`config.mk`:
```
export PLATFORM = sky130hd
export DESIGN_NAME = capture_reader
export DESIGN_NICKNAME = d
export VERILOG_FILES = /design/src/rtl/dso_pkg.sv /design/src/rtl/rd_fifo2.sv /design/src/rtl/capture_reader.sv
export SDC_FILE = /design/constraint.sdc
export NUM_CORES = 1
export LEC_CHECK = 0
export BUFFER_PORTS_ARGS = -buffer_cell sky130_fd_sc_hd__clkbuf_2
export CAP_MARGIN = 40
export CORE_MARGIN = 4
export CORE_UTILIZATION = 55
export DETAILED_ROUTE_END_ITERATION = 8
export GPL_TIMING_DRIVEN = 0
export PLACE_DENSITY = 0.79
export SYNTH_ARGS = -nofsm -noshare
export SYNTH_HDL_FRONTEND = slang
export SYNTH_HIERARCHICAL = 1
export SYNTH_SLANG_ARGS = --single-unit
export TNS_END_PERCENT = 10
```
`constraint.sdc`:
```
create_clock -name clk -period 7.5 [get_ports clk]
set_input_delay 0.375 -clock clk [delete_from_list [all_inputs] [get_ports clk]]
set_output_delay 0.375 -clock clk [all_outputs]
set_load 0.1 [all_outputs]
```
`src/rtl/dso_pkg.sv`:
```
// Shared definitions for the DSO sample-buffer datapath.
//   state_t        : reader FSM encoding (IDLE = 0, LOAD = 1, STREAM = 2)
//   PRE_TRIG_FRAC  : bank size divided by this gives the pre-trigger sample count
//   DEPTH_DEF      : default buffer address width ({bank, position})
//   DATA_W_DEF     : default sample width
// The acquisition driver uses the same defaults.
package dso_pkg;

  typedef enum logic [1:0] {
    IDLE   = 2'd0,
    LOAD   = 2'd1,
    STREAM = 2'd2
  } state_t;

  localparam int DEPTH_DEF     = 11;
  localparam int DATA_W_DEF    = 8;
  localparam int PRE_TRIG_FRAC = 2;

  // Number of samples that precede the trigger in a readout of a 2^(depth-1) bank.
  function automatic int pre_trig_len(input int depth);
    return (1 << (depth - 1)) / PRE_TRIG_FRAC;
  endfunction

endpackage

```
`src/rtl/rd_fifo2.sv`:
```
// Two-entry synchronous FIFO that decouples buffer-RAM read latency from the
// output stream.
//   clk, rst_n : clock, asynchronous active-low reset (flushes the FIFO)
//   wr_en      : push wr_data (ignored when full unless a pop happens too)
//   wr_data    : data to push
//   rd_en      : pop the head (ignored when empty)
//   rd_data    : current head entry
//   count      : number of stored entries, 0..2
module rd_fifo2 #(
  parameter int W = 8
) (
  input  logic         clk,
  input  logic         rst_n,
  input  logic         wr_en,
  input  logic [W-1:0] wr_data,
  input  logic         rd_en,
  output logic [W-1:0] rd_data,
  output logic [1:0]   count
);

  logic [W-1:0] mem [2];
  logic         wr_ptr;
  logic         rd_ptr;
  logic         do_wr;
  logic         do_rd;

  assign do_rd   = rd_en && (count != 2'd0);
  // A push into a full FIFO is allowed only when the head leaves on the same edge.
  assign do_wr   = wr_en && ((count != 2'd2) || do_rd);
  assign rd_data = mem[rd_ptr];

  // NOTE: sequential state is written with <= so every flop samples the
  // pre-edge values; blocking = here would make results depend on statement order.
  always_ff @(posedge clk or negedge rst_n) begin
    if (!rst_n) begin
      // NOTE: storage is reset only because it is two flops and the head drives
      // a port that must read 0 in reset; real RAM arrays are left unreset.
      mem[0] <= '0;
      mem[1] <= '0;
      wr_ptr <= 1'b0;
      rd_ptr <= 1'b0;
      count  <= 2'd0;
    end else begin
      if (do_wr) begin
        mem[wr_ptr] <= wr_data;
        wr_ptr      <= ~wr_ptr;
      end
      if (do_rd) begin
        rd_ptr <= ~rd_ptr;
      end
      case ({do_wr, do_rd})
        2'b10:   count <= count + 2'd1;
        2'b01:   count <= count - 2'd1;
        default: count <= count;
      endcase
    end
  end

endmodule

```
`src/rtl/capture_reader.sv`:
```
// Read-side consumer of the double-banked DSO sample buffer.
// Takes a completed capture over a valid/ready handshake (which swaps banks),
// latches the trigger address and streams the frozen bank in time order:
// N/2 pre-trigger samples, then the trigger sample and the post-trigger ones.
//   clk, rst_n   : clock, asynchronous active-low reset
//   enable       : permits accepting a new capture
//   cap_valid    : acquisition side holds a completed capture
//   cap_ready    : idle and enabled; cap_valid & cap_ready swaps banks
//   trig_addr    : {bank, position} of the trigger, stable during LOAD
//   mem_rd_en    : buffer RAM read strobe
//   mem_rd_addr  : buffer RAM read address {bank, position}
//   mem_rd_data  : RAM output, valid the cycle after mem_rd_en
//   out_data     : streamed sample
//   out_valid    : out_data valid
//   out_ready    : consumer accepts
//   out_last     : marks the N-th sample of the readout
//   busy         : high in any state other than IDLE
module capture_reader
  import dso_pkg::*;
#(
  parameter int DEPTH  = DEPTH_DEF,
  parameter int DATA_W = DATA_W_DEF
) (
  input  logic              clk,
  input  logic              rst_n,
  input  logic              enable,
  input  logic              cap_valid,
  output logic              cap_ready,
  input  logic [DEPTH-1:0]  trig_addr,
  output logic              mem_rd_en,
  output logic [DEPTH-1:0]  mem_rd_addr,
  input  logic [DATA_W-1:0] mem_rd_data,
  output logic [DATA_W-1:0] out_data,
  output logic              out_valid,
  input  logic              out_ready,
  output logic              out_last,
  output logic              busy
);

  localparam int               PW       = DEPTH - 1;
  localparam int               N        = 1 << PW;
  localparam logic [DEPTH-1:0] N_CNT    = DEPTH'(N);
  localparam logic [DEPTH-1:0] LAST_CNT = DEPTH'(N - 1);
  localparam logic [DEPTH-1:0] ONE_CNT  = DEPTH'(1);
  localparam logic [PW-1:0]    PRE_POS  = PW'(pre_trig_len(DEPTH));
  localparam logic [PW-1:0]    ONE_POS  = PW'(1);

  state_t            state;
  logic              bank;
  logic [PW-1:0]     pos;
  logic [DEPTH-1:0]  issued;
  logic [DEPTH-1:0]  sent;
  logic              rd_pend;   // RAM data for last cycle's read is on mem_rd_data
  logic              ready_q;   // registered "in IDLE", low while in reset
  logic              busy_q;
  logic [1:0]        fifo_count;
  logic              pop;
  logic [2:0]        occ;

  assign out_valid   = (fifo_count != 2'd0);
  assign pop         = out_valid && out_ready;
  assign cap_ready   = ready_q && enable;
  assign busy        = busy_q;
  assign mem_rd_addr = {bank, pos};
  assign out_last    = out_valid && (sent == LAST_CNT);

  // FIFO occupancy once this cycle's returning data and this cycle's pop have
  // settled. A new read lands one cycle later, so issuing only while this is
  // below 2 can never overflow, yet still allows one read per cycle when the
  // consumer drains every cycle.
  assign occ = {1'b0, fifo_count} + {2'b00, rd_pend} - {2'b00, pop};

  assign mem_rd_en = (state == STREAM) && (issued < N_CNT) && (occ < 3'd2);

  always_ff @(posedge clk or negedge rst_n) begin
    if (!rst_n) begin
      state   <= IDLE;
      bank    <= 1'b0;
      pos     <= '0;
      issued  <= '0;
      sent    <= '0;
      rd_pend <= 1'b0;
      ready_q <= 1'b0;
      busy_q  <= 1'b0;
    end else begin
      rd_pend <= mem_rd_en;
      case (state)
        IDLE: begin
          if (cap_valid && cap_ready) begin
            state   <= LOAD;
            ready_q <= 1'b0;
            busy_q  <= 1'b1;
          end else begin
            ready_q <= 1'b1;
          end
        end
        LOAD: begin
          bank   <= trig_addr[DEPTH-1];
          // Start N/2 samples before the trigger; wraps naturally within the bank.
          pos    <= trig_addr[DEPTH-2:0] - PRE_POS;
          issued <= '0;
          sent   <= '0;
          state  <= STREAM;
        end
        STREAM: begin
          if (mem_rd_en) begin
            pos    <= pos + ONE_POS;
            issued <= issued + ONE_CNT;
          end
          if (pop) begin
            sent <= sent + ONE_CNT;
            if (sent == LAST_CNT) begin
              state   <= IDLE;
              ready_q <= 1'b1;
              busy_q  <= 1'b0;
            end
          end
        end
        default: begin
          state   <= IDLE;
          ready_q <= 1'b0;
          busy_q  <= 1'b0;
        end
      endcase
    end
  end

  rd_fifo2 #(.W(DATA_W)) u_fifo (
    .clk     (clk),
    .rst_n   (rst_n),
    .wr_en   (rd_pend),
    .wr_data (mem_rd_data),
    .rd_en   (pop),
    .rd_data (out_data),
    .count   (fifo_count)
  );

endmodule
```
==> results of run 1 <==
[worst min-delay path by stage]
stage	cells after the start	end	slack (ps)	startpoint
floorplan	0	bank$_DFFE_PN0P_	80	rst_n
global placement	2	bank$_DFFE_PN0P_	460	bank$_DFFE_PN0P_
detailed placement	2	bank$_DFFE_PN0P_	470	bank$_DFFE_PN0P_
CTS	1	bank$_DFFE_PN0P_	170	rst_n
global route	1	sent[1]$_DFFE_PN0P_	200	rst_n
finish	1	bank$_DFFE_PN0P_	140	rst_n
[state kept, by name, summed over array words and instances (netlist names), 2 cells and up]
signal / count
u_fifo/mem: 16
issued: 11
sent: 11
pos: 10
state: 2
u_fifo/count: 2
[Yosys cell counts (2+ instances only)]
| cell | number | area, um^2 |
|---|---|---|
| a2bb2oi_1 | 2 | 17.5 |
| nand4_1 | 8 | 50.1 |
| nand3_1 | 10 | 50.1 |
| dfrtp_1 | 58 | 1450 |
| a31oi_1 | 2 | 12.5 |
| o2bb2a_1 | 3 | 30.0 |
| o31ai_1 | 2 | 15.0 |
| nor3_1 | 4 | 20.0 |
| and3_1 | 3 | 18.8 |
| o21a_1 | 2 | 15.0 |
| xor2_1 | 4 | 35.0 |
| clkbuf_1 | 5 | 18.8 |
| nand2b_1 | 6 | 37.5 |
| mux2_2 | 24 | 270 |
| and4_1 | 4 | 35.0 |
| nand2_1 | 38 | 143 |
| buf_2 | 2 | 10.0 |
| nor4_1 | 4 | 25.0 |
| nor2_1 | 14 | 52.6 |
| o311ai_1 | 2 | 17.5 |
| inv_1 | 4 | 15.0 |
| a21oi_1 | 15 | 75.1 |
| o21ai_1 | 12 | 60.1 |
| nor2b_1 | 4 | 25.0 |
| mux2i_1 | 7 | 70.1 |
| o22ai_1 | 4 | 25.0 |
| o41ai_1 | 2 | 17.5 |
| o21ai_0 | 5 | 25.0 |
| xnor2_1 | 8 | 70.1 |
| ha_1 | 4 | 50.1 |
[cell usage in the layout (no fill, tap or decap), types with 5 or more instances in the layout]
cell type,instances
o21ai_0,5
xnor2_1,8
clkbuf_8,10
nand2_1,38
nor2_1,14
a21oi_1,15
o21ai_1,12
dfrtp_1,58
mux2_2,24
mux2i_1,7
nand3_1,10
clkbuf_1,5
nand4_1,8
clkbuf_2,46
nand2b_1,6
[metal layers]
| layer | wire length [um] | GRT usage | up-vias | share of wire |
|---|---|---|---|---|
| met5 | 0 | 0 | - | 0 |
| met4 | 76 | 0.0861 | 0 | 0.013 |
| met3 | 261 | 0.0399 | 7 | 0.044 |
| met2 | 2800 | 0.310 | 49 | 0.47 |
| met1 | 2800 | 0.275 | 1083 | 0.47 |
| li1 | - | - | 1147 | - |
[worst max-delay path, delay by kind of cell (launching register included)]
family	cells	cell delay, ps
AO/OA/AOI/OAI	1	150
buffers and inverters	2	610
XOR/XNOR	1	330
flip-flops	1	550
AND/OR/NAND/NOR	3	390
adder cells (fa/ha/maj)	1	430
[cell type report]
class / instances / share of cell area
multi-input combinational: 210 / 0.415
timing repair buffer: 47 / 0.0690
clock buffer: 10 / 0.0399
tap: 70 / 0.0254
buffer: 9 / 0.0116
inverter: 5 / 0.00545
sequential: 58 / 0.421
clock inverter: 6 / 0.0123
[metrics by stage]
| stage | hold slack, ps | worst slack (ps) |
|---|---|---|
| after floorplan | 79.4 | 2970 |
| after global placement | 464 | 4690 |
| after global routing | 204 | 4080 |
| after CTS | 166 | 4290 |
| after detailed placement | 468 | 4690 |
| final | 139 | 4330 |
[logic make-up after synthesis]
logic type / Yosys count / share of synthesized area
DFF: 58 / 0.494
xor gates and xnor gates: 12 / 0.0357
AOI/OAI and AO/OA: 55 / 0.117
muxes: 31 / 0.116
buffers and inverters: 14 / 0.0200
and+or+nand+nor: 107 / 0.194
adders and majority gates: 5 / 0.0238
==> flow_summary_export.csv, run 1 <==
group,metric,value,unit
clock_tree,post_cts_buffers,0,
timing,tightest_slew,778,ps
layout,instances_no_fill,415,
clock_tree,cts_tree,"yes",
timing,finalClockSkew,11.0,ps
flow_run,maxCapViolCount,0,
die,fp-row-count,26,
clock_tree,cts_hold_buf,0,
grt,grt_pass1_vias,2193,
routing,drcViolationCount,0,
clock_tree,cts.repair.resized,0,
synthesis,synth-main-ff-cell,"dfrtp_1",
placed_design,dp_hpwl,4.16,mm
timing,finalHoldViolCount,0,
clock_tree,cts.sinks,58,
synthesis,yosysWarnings,6,
worst_setup_path,slowest_stage,"dfrtp_1",
routing,drt_iter0_drc,178,
synthesis,synthArstFlopShare,1.00,
synthesis,syn_area,0.00294,mm^2
synthesis,synth_fp_nets,311,
routing,ant_nets,0,
clock_tree,htree_levels,3,
worst_setup_path,r2r_cells,9,
grt,grt_max_degree,59,
layout,drive_above_1_share,0.287,
die,start_util,0.572,
layout,final_util,0.670,
worst_hold_path,hold_path_class,"input pin to async pin",
clock_tree,clk_path_buf_depth,2,
routing,firstDrtPassIters,4,
worst_setup_path,required,7120,ps
synthesis,synth-seq-area-share,0.494,
die,coreArea,0.00514,mm^2
clock_tree,clk_latency,330,ps
worst_setup_path,timing.rr.start,"u_fifo/count[1]$_DFFE_PN0P_",
grt,grt_use_total,0.200,
timing,fmax,315,MHz
die,die_x,81.1,um
timing,timing.final.crit_share,0.423,
grt,grt_overflow,0,
worst_setup_path,worstSetupPathType,"register to output pin",
layout,area_growth,17.2,%
placed_design,dp_cells,399,
grt,grt_pass1_wl,10.2,mm
routing,via_count,2286,
layout,num-fill-cells,416,
timing,finalSetupViolations,0,
timing,max_slew_margin,0.481,
layout,n_antenna_cell,0,
worst_setup_path,worstSetupStartpointType,"register",
worst_setup_path,r2r_slack,4900,ps
routing,wirelength,5.93,mm
routing,detail_route.wl_per_cell,14.3,um
placed_design,placed_area,0.00327,mm^2
worst_setup_path,worst_path_largest_cell_delay,550,ps
timing,drv_slew,0,
clock_tree,numCtsBuffers,9,
die,pin_count,48,
synthesis,syn_avg_cell_area,10.4,um^2
worst_setup_path,crit_end,"mem_rd_en",
die,die_y,81.1,um
timing,post-route-min-period,3170,ps
worst_setup_path,crit_fanout,9,
die,die_area,0.00658,mm^2
synthesis,synth_enable_flop_cells,0,
worst_setup_path,crit_path_cell_trace,"nand2_1 > nor2_1 > o21ai_0 > fa_1 > xnor2_1 > nand2_2 > inv_1 > clkbuf_2",
synthesis,yosysUniqueCellTypes,50,
synthesis,ys_ff_latch,58,
layout,finish.instance_area,0.00345,mm^2
worst_setup_path,rr_endpoint,"pos[0]$_DFFE_PN0P_",
placed_design,port_buffers,47,
outcome,outcome,"complete, no violations",
worst_setup_path,crit_start,"u_fifo/count[1]$_DFFE_PN0P_",
worst_setup_path,cp-end-kind,"output pin",
layout,multi_input_area,0.00143,mm^2
timing,tns,0,ps
routing,vias_per_cell,5.51,
timing,rsz0062_at_grt,"false",
synthesis,synthCells,282,
clock_tree,root_buffer,"clkbuf_8",
grt,antenna_found_initial,0,
layout,nets,369,
clock_tree,clk_pin_slew_worst_paths,70,ps
placed_design,place_congestion,0.794,
layout,seq_area,0.00145,mm^2
worst_setup_path,arrival,2800,ps
Power of run 1 is left out: the tool's default activity adds up to more than one toggle a clock period on the data nets, which glitch-free logic cannot reach.
==> run 2, diff against run 1 <==
Clock period 7.5 ns to 3.3 ns, I/O delays scaled along.
==> flow_summary_export.csv, run 2 (synthesis results as in run 1) <==
group,metric,value,unit
outcome,outcome,"complete, no violations",
worst_setup_path,slowest_stage,"dfrtp_1",
layout,area_growth,19.3,%
timing,drv_slew,0,
timing,post-route-min-period,2980,ps
clock_tree,clk_pin_slew_worst_paths,80,ps
timing,holdWs,21.9,ps
layout,largest_register,"u_fifo/mem",
clock_tree,cts_tree,"yes",
worst_setup_path,arrival,2810,ps
timing,timing.final.ws_setup,322,ps
worst_setup_path,rr_endpoint,"pos[3]$_DFFE_PN0P_",
grt,grt_pass1_vias,2176,
placed_design,dp_cells,399,
clock_tree,numCtsBuffers,9,
layout,largest_reg_flops,16,
placed_design,place_congestion,0.812,
routing,wirelength,6.00,mm
layout,drive_above_1_share,0.289,
clock_tree,cts.sinks,58,
grt,grt_max_degree,59,
routing,drt_iter0_drc,101,
placed_design,port_buffers,47,
layout,n_antenna_cell,0,
placed_design,place_ws,691,ps
routing,ant_nets,0,
die,die_area,0.00658,mm^2
timing,finalHoldViolCount,0,
worst_setup_path,worstSetupPathType,"register to output pin",
clock_tree,clk_path_buf_depth,2,
layout,nets,370,
die,die_x,81.1,um
worst_setup_path,r2r_cells,9,
die,die_y,81.1,um
worst_setup_path,worstSetupStartpointType,"register",
worst_setup_path,worst_path_largest_cell_delay,550,ps
die,fp-row-count,26,
timing,tightest_slew,773,ps
routing,via_count,2293,
clock_tree,post_cts_buffers,0,
worst_setup_path,crit_fanout,9,
timing,max_slew_margin,0.485,
placed_design,dp_hpwl,4.17,mm
grt,grt_pass1_wl,9.89,mm
grt,grt_use_total,0.198,
timing,fmax,336,MHz
worst_setup_path,required,3130,ps
layout,num-fill-cells,400,
clock_tree,clk_latency,340,ps
worst_hold_path,hold_path_class,"input pin to register",
grt,grt_overflow,0,
timing,tns,0,ps
worst_hold_path,holdCritStartpoint,"trig_addr[10]",
timing,finalClockSkew,6.90,ps
worst_setup_path,r2r_slack,700,ps
worst_setup_path,cp-end-kind,"output pin",
layout,multi_input_area,0.00144,mm^2
timing,rsz0062_at_grt,"false",
timing,timing.final.crit_share,0.903,
clock_tree,root_buffer,"clkbuf_8",
worst_setup_path,crit_end,"mem_rd_en",
die,pin_count,48,
routing,vias_per_cell,5.51,
flow_run,maxCapViolCount,0,
grt,antenna_found_initial,0,
layout,seq_area,0.00145,mm^2
layout,final_common_cell,"dfrtp_1",
worst_setup_path,crit_start,"u_fifo/count[1]$_DFFE_PN0P_",
worst_setup_path,crit_path_cell_trace,"nand2_1 > nor2_1 > o21ai_0 > fa_1 > xnor2_1 > nand2_2 > inv_1 > clkbuf_2",
layout,instances_no_fill,416,
die,start_util,0.572,
routing,drcViolationCount,0,
die,coreArea,0.00514,mm^2
routing,detail_route.wl_per_cell,14.4,um
clock_tree,htree_levels,3,
worst_setup_path,timing.rr.start,"u_fifo/count[1]$_DFFE_PN0P_",
layout,top_regs,"u_fifo/mem: 16 flops, issued: 11 flops, sent: 11 flops",
layout,layout_common_cells,"dfrtp_1 (58), clkbuf_2 (46), nand2_1 (38)",
routing,firstDrtPassIters,4,
timing,finalSetupViolations,0,
run 2: cell types whose count changed in the layout (fill, tap and decap cells not counted), sizes merged:
cell / delta
clkinvlp: -1
dlygate4sd3: +1
inv: +1
bufinv: +2
clkinv: -1
clkbuf: -1
run 2: worst max-delay path, delay by kind of cell, from the launching register on:
family / cells / cell delay [ps]
buf+inv: 2 / 620
simple gates: 3 / 400
xor+xnor: 1 / 330
compound gates: 1 / 140
fa+ha+maj: 1 / 430
flops: 1 / 550
run 2: per-layer routing:
| metal | part of all wire | up-vias | global-route usage |
|---|---|---|---|
| li1 | - | 1152 | - |
| met1 | 0.47 | 1093 | 0.264 |
| met2 | 0.48 | 39 | 0.307 |
| met3 | 0.040 | 9 | 0.0410 |
| met4 | 0.018 | 0 | 0.0997 |
| met5 | 0 | - | 0 |
run 2: repair_timing:
action                                 4_1_cts  5_1_grt
endpoints found under the hold margin       58        0
resized for setup                            0        0
hold buffers                                 1        0
setup endpoints to repair                    0        0
run 2: worst min-delay path by stage:
stage                                  endpoint  slack, ps  depth (start not counted)
after CTS                      bank$_DFFE_PN0P_         10                          3
final                          bank$_DFFE_PN0P_         20                          3
after detailed placement  issued[4]$_DFFE_PN0P_        320                          1
after floorplan                bank$_DFFE_PN0P_       -130                          0
after global placement         bank$_DFFE_PN0P_        370                          3
after global routing           bank$_DFFE_PN0P_         30                          3
run 2: metrics by stage:
| stage | cell area (um^2) | util |
|---|---|---|
| floorplan | 2950 | - |
| global placement | 3270 | 0.636 |
| detailed placement | 3270 | 0.637 |
| CTS | 3510 | 0.683 |
| global route | 3510 | 0.683 |
| finish | 3510 | 0.683 |
run 2: area by class of cell:
class / count / area share
buffer: 9 / 0.0114
clock buffer: 9 / 0.0353
clock inverter: 7 / 0.0292
inverter: 5 / 0.00535
multi-input combinational: 210 / 0.409
sequential: 58 / 0.414
tap: 70 / 0.0250
timing repair buffer: 48 / 0.0706
Power of run 2 is left out for the same reason.
==> run 3, diff against run 2 <==
Settings changed: CTS_BUF_LIST set to sky130_fd_sc_hd__clkbuf_4.
==> flow_summary_export.csv, run 3 (synthesis results as in run 1) <==
group,metric,value,unit
routing,vias_per_cell,5.52,
worst_setup_path,worstSetupPathType,"register to output pin",
die,pin_count,48,
clock_tree,htree_levels,3,
timing,finalSetupViolations,0,
timing,tns,0,ps
placed_design,port_buffers,47,
routing,detail_route.wl_per_cell,14.4,um
layout,final_common_cell,"dfrtp_1",
layout,largest_register,"u_fifo/mem",
placed_design,dp_cells,399,
layout,nets,383,
worst_hold_path,hold_path_class,"input pin to register",
clock_tree,numCtsBuffers,9,
layout,layout_common_cells,"dfrtp_1 (58), clkbuf_2 (45), nand2_1 (38)",
timing,finalHoldViolCount,0,
clock_tree,cts_tree,"yes",
timing,timing.final.crit_share,0.920,
routing,drcViolationCount,0,
die,die_area,0.00658,mm^2
clock_tree,clk_pin_slew_worst_paths,120,ps
routing,firstDrtPassIters,4,
layout,top_regs,"u_fifo/mem: 16 flops, issued: 11 flops, sent: 11 flops",
layout,drive_above_1_share,0.279,
outcome,outcome,"complete, no violations",
die,fp-row-count,26,
grt,grt_pass1_wl,10.4,mm
worst_setup_path,crit_fanout,9,
timing,finalClockSkew,15.7,ps
die,start_util,0.572,
grt,grt_max_degree,59,
timing,fmax,329,MHz
timing,drv_slew,0,
layout,area_growth,21.8,%
layout,instances_no_fill,429,
timing,post-route-min-period,3040,ps
clock_tree,cts.sinks,58,
clock_tree,clk_latency,420,ps
worst_setup_path,arrival,2870,ps
routing,wirelength,6.17,mm
grt,grt_overflow,0,
timing,rsz0062_at_grt,"false",
layout,largest_reg_flops,16,
timing,tightest_slew,767,ps
clock_tree,clk_path_buf_depth,2,
flow_run,maxCapViolCount,0,
die,die_x,81.1,um
placed_design,dp_hpwl,4.17,mm
grt,antenna_found_initial,0,
placed_design,place_congestion,0.812,
die,coreArea,0.00514,mm^2
worst_setup_path,worstSetupStartpointType,"register",
die,die_y,81.1,um
worst_setup_path,cp-end-kind,"output pin",
worst_setup_path,required,3130,ps
routing,ant_nets,0,
clock_tree,root_buffer,"clkbuf_4",
layout,n_antenna_cell,0,
timing,max_slew_margin,0.488,
grt,grt_use_total,0.209,
grt,grt_pass1_vias,2266,
routing,drt_iter0_drc,139,
routing,via_count,2366,
-- run 3: layer usage --
layer,up-vias,share of wire,global-route usage
met5,-,0,0
met4,0,0.018,0.101
met3,11,0.032,0.0432
met2,41,0.49,0.333
met1,1131,0.46,0.273
li1,1183,-,-
-- run 3: path summary, 6_finish.rpt --
path / start / to / slack [ps] / cells past startpoint
max: u_fifo/count[1]$_DFFE_PN0P_ / mem_rd_en / 260 / 8
min: trig_addr[2] / pos[2]$_DFFE_PN0P_ / 40 / 3
max reg2reg: u_fifo/count[1]$_DFFE_PN0P_ / pos[3]$_DFFE_PN0P_ / 670 / 9
min reg2reg: sent[8]$_DFFE_PN0P_ / sent[8]$_DFFE_PN0P_ / 490 / 1
max in group asynchronous: rst_n / sent[4]$_DFFE_PN0P_ / 2420 / 2
min in group asynchronous: rst_n / u_fifo/mem[3]$_DFFE_PN0P_ / 390 / 2
-- run 3: critical path, cell delays in order, from the launching register on --
cell and delay (ps):
dfrtp_1 570, nand2_1 80, nor2_1 170, o21ai_0 140
fa_1 430, xnor2_1 330, nand2_2 150, inv_1 140
buf_2 440
-- run 3: layout make-up --
type / instances / area, um^2
Fill cell: 387 / 1560
Sequential cell: 58 / 1450
Multi-Input combinational cell: 210 / 1440
Timing Repair Buffer: 61 / 378
Clock inverter: 7 / 103
Tap cell: 70 / 87.6
Clock buffer: 9 / 67.6
Buffer: 9 / 40.0
Inverter: 5 / 18.8
-- run 3: repair_timing --
item,in CTS,in global routing
hold buffers,14,0
hold endpoints to repair,78,0
setup endpoints to repair,0,1
gates resized for setup,0,1
setup buffers,0,0
-- run 3: through the flow --
step	utilization	hold WS, ps	cell area, um^2	worst slack [ps]
after floorplan	-	-131	2950	364
after global routing	0.697	34.8	3580	25.2
final	0.697	40.8	3580	263
after CTS	0.697	9.19	3580	190
after global placement	0.636	367	3270	714
after detailed placement	0.637	321	3270	691
Power of run 3 is left out for the same reason.
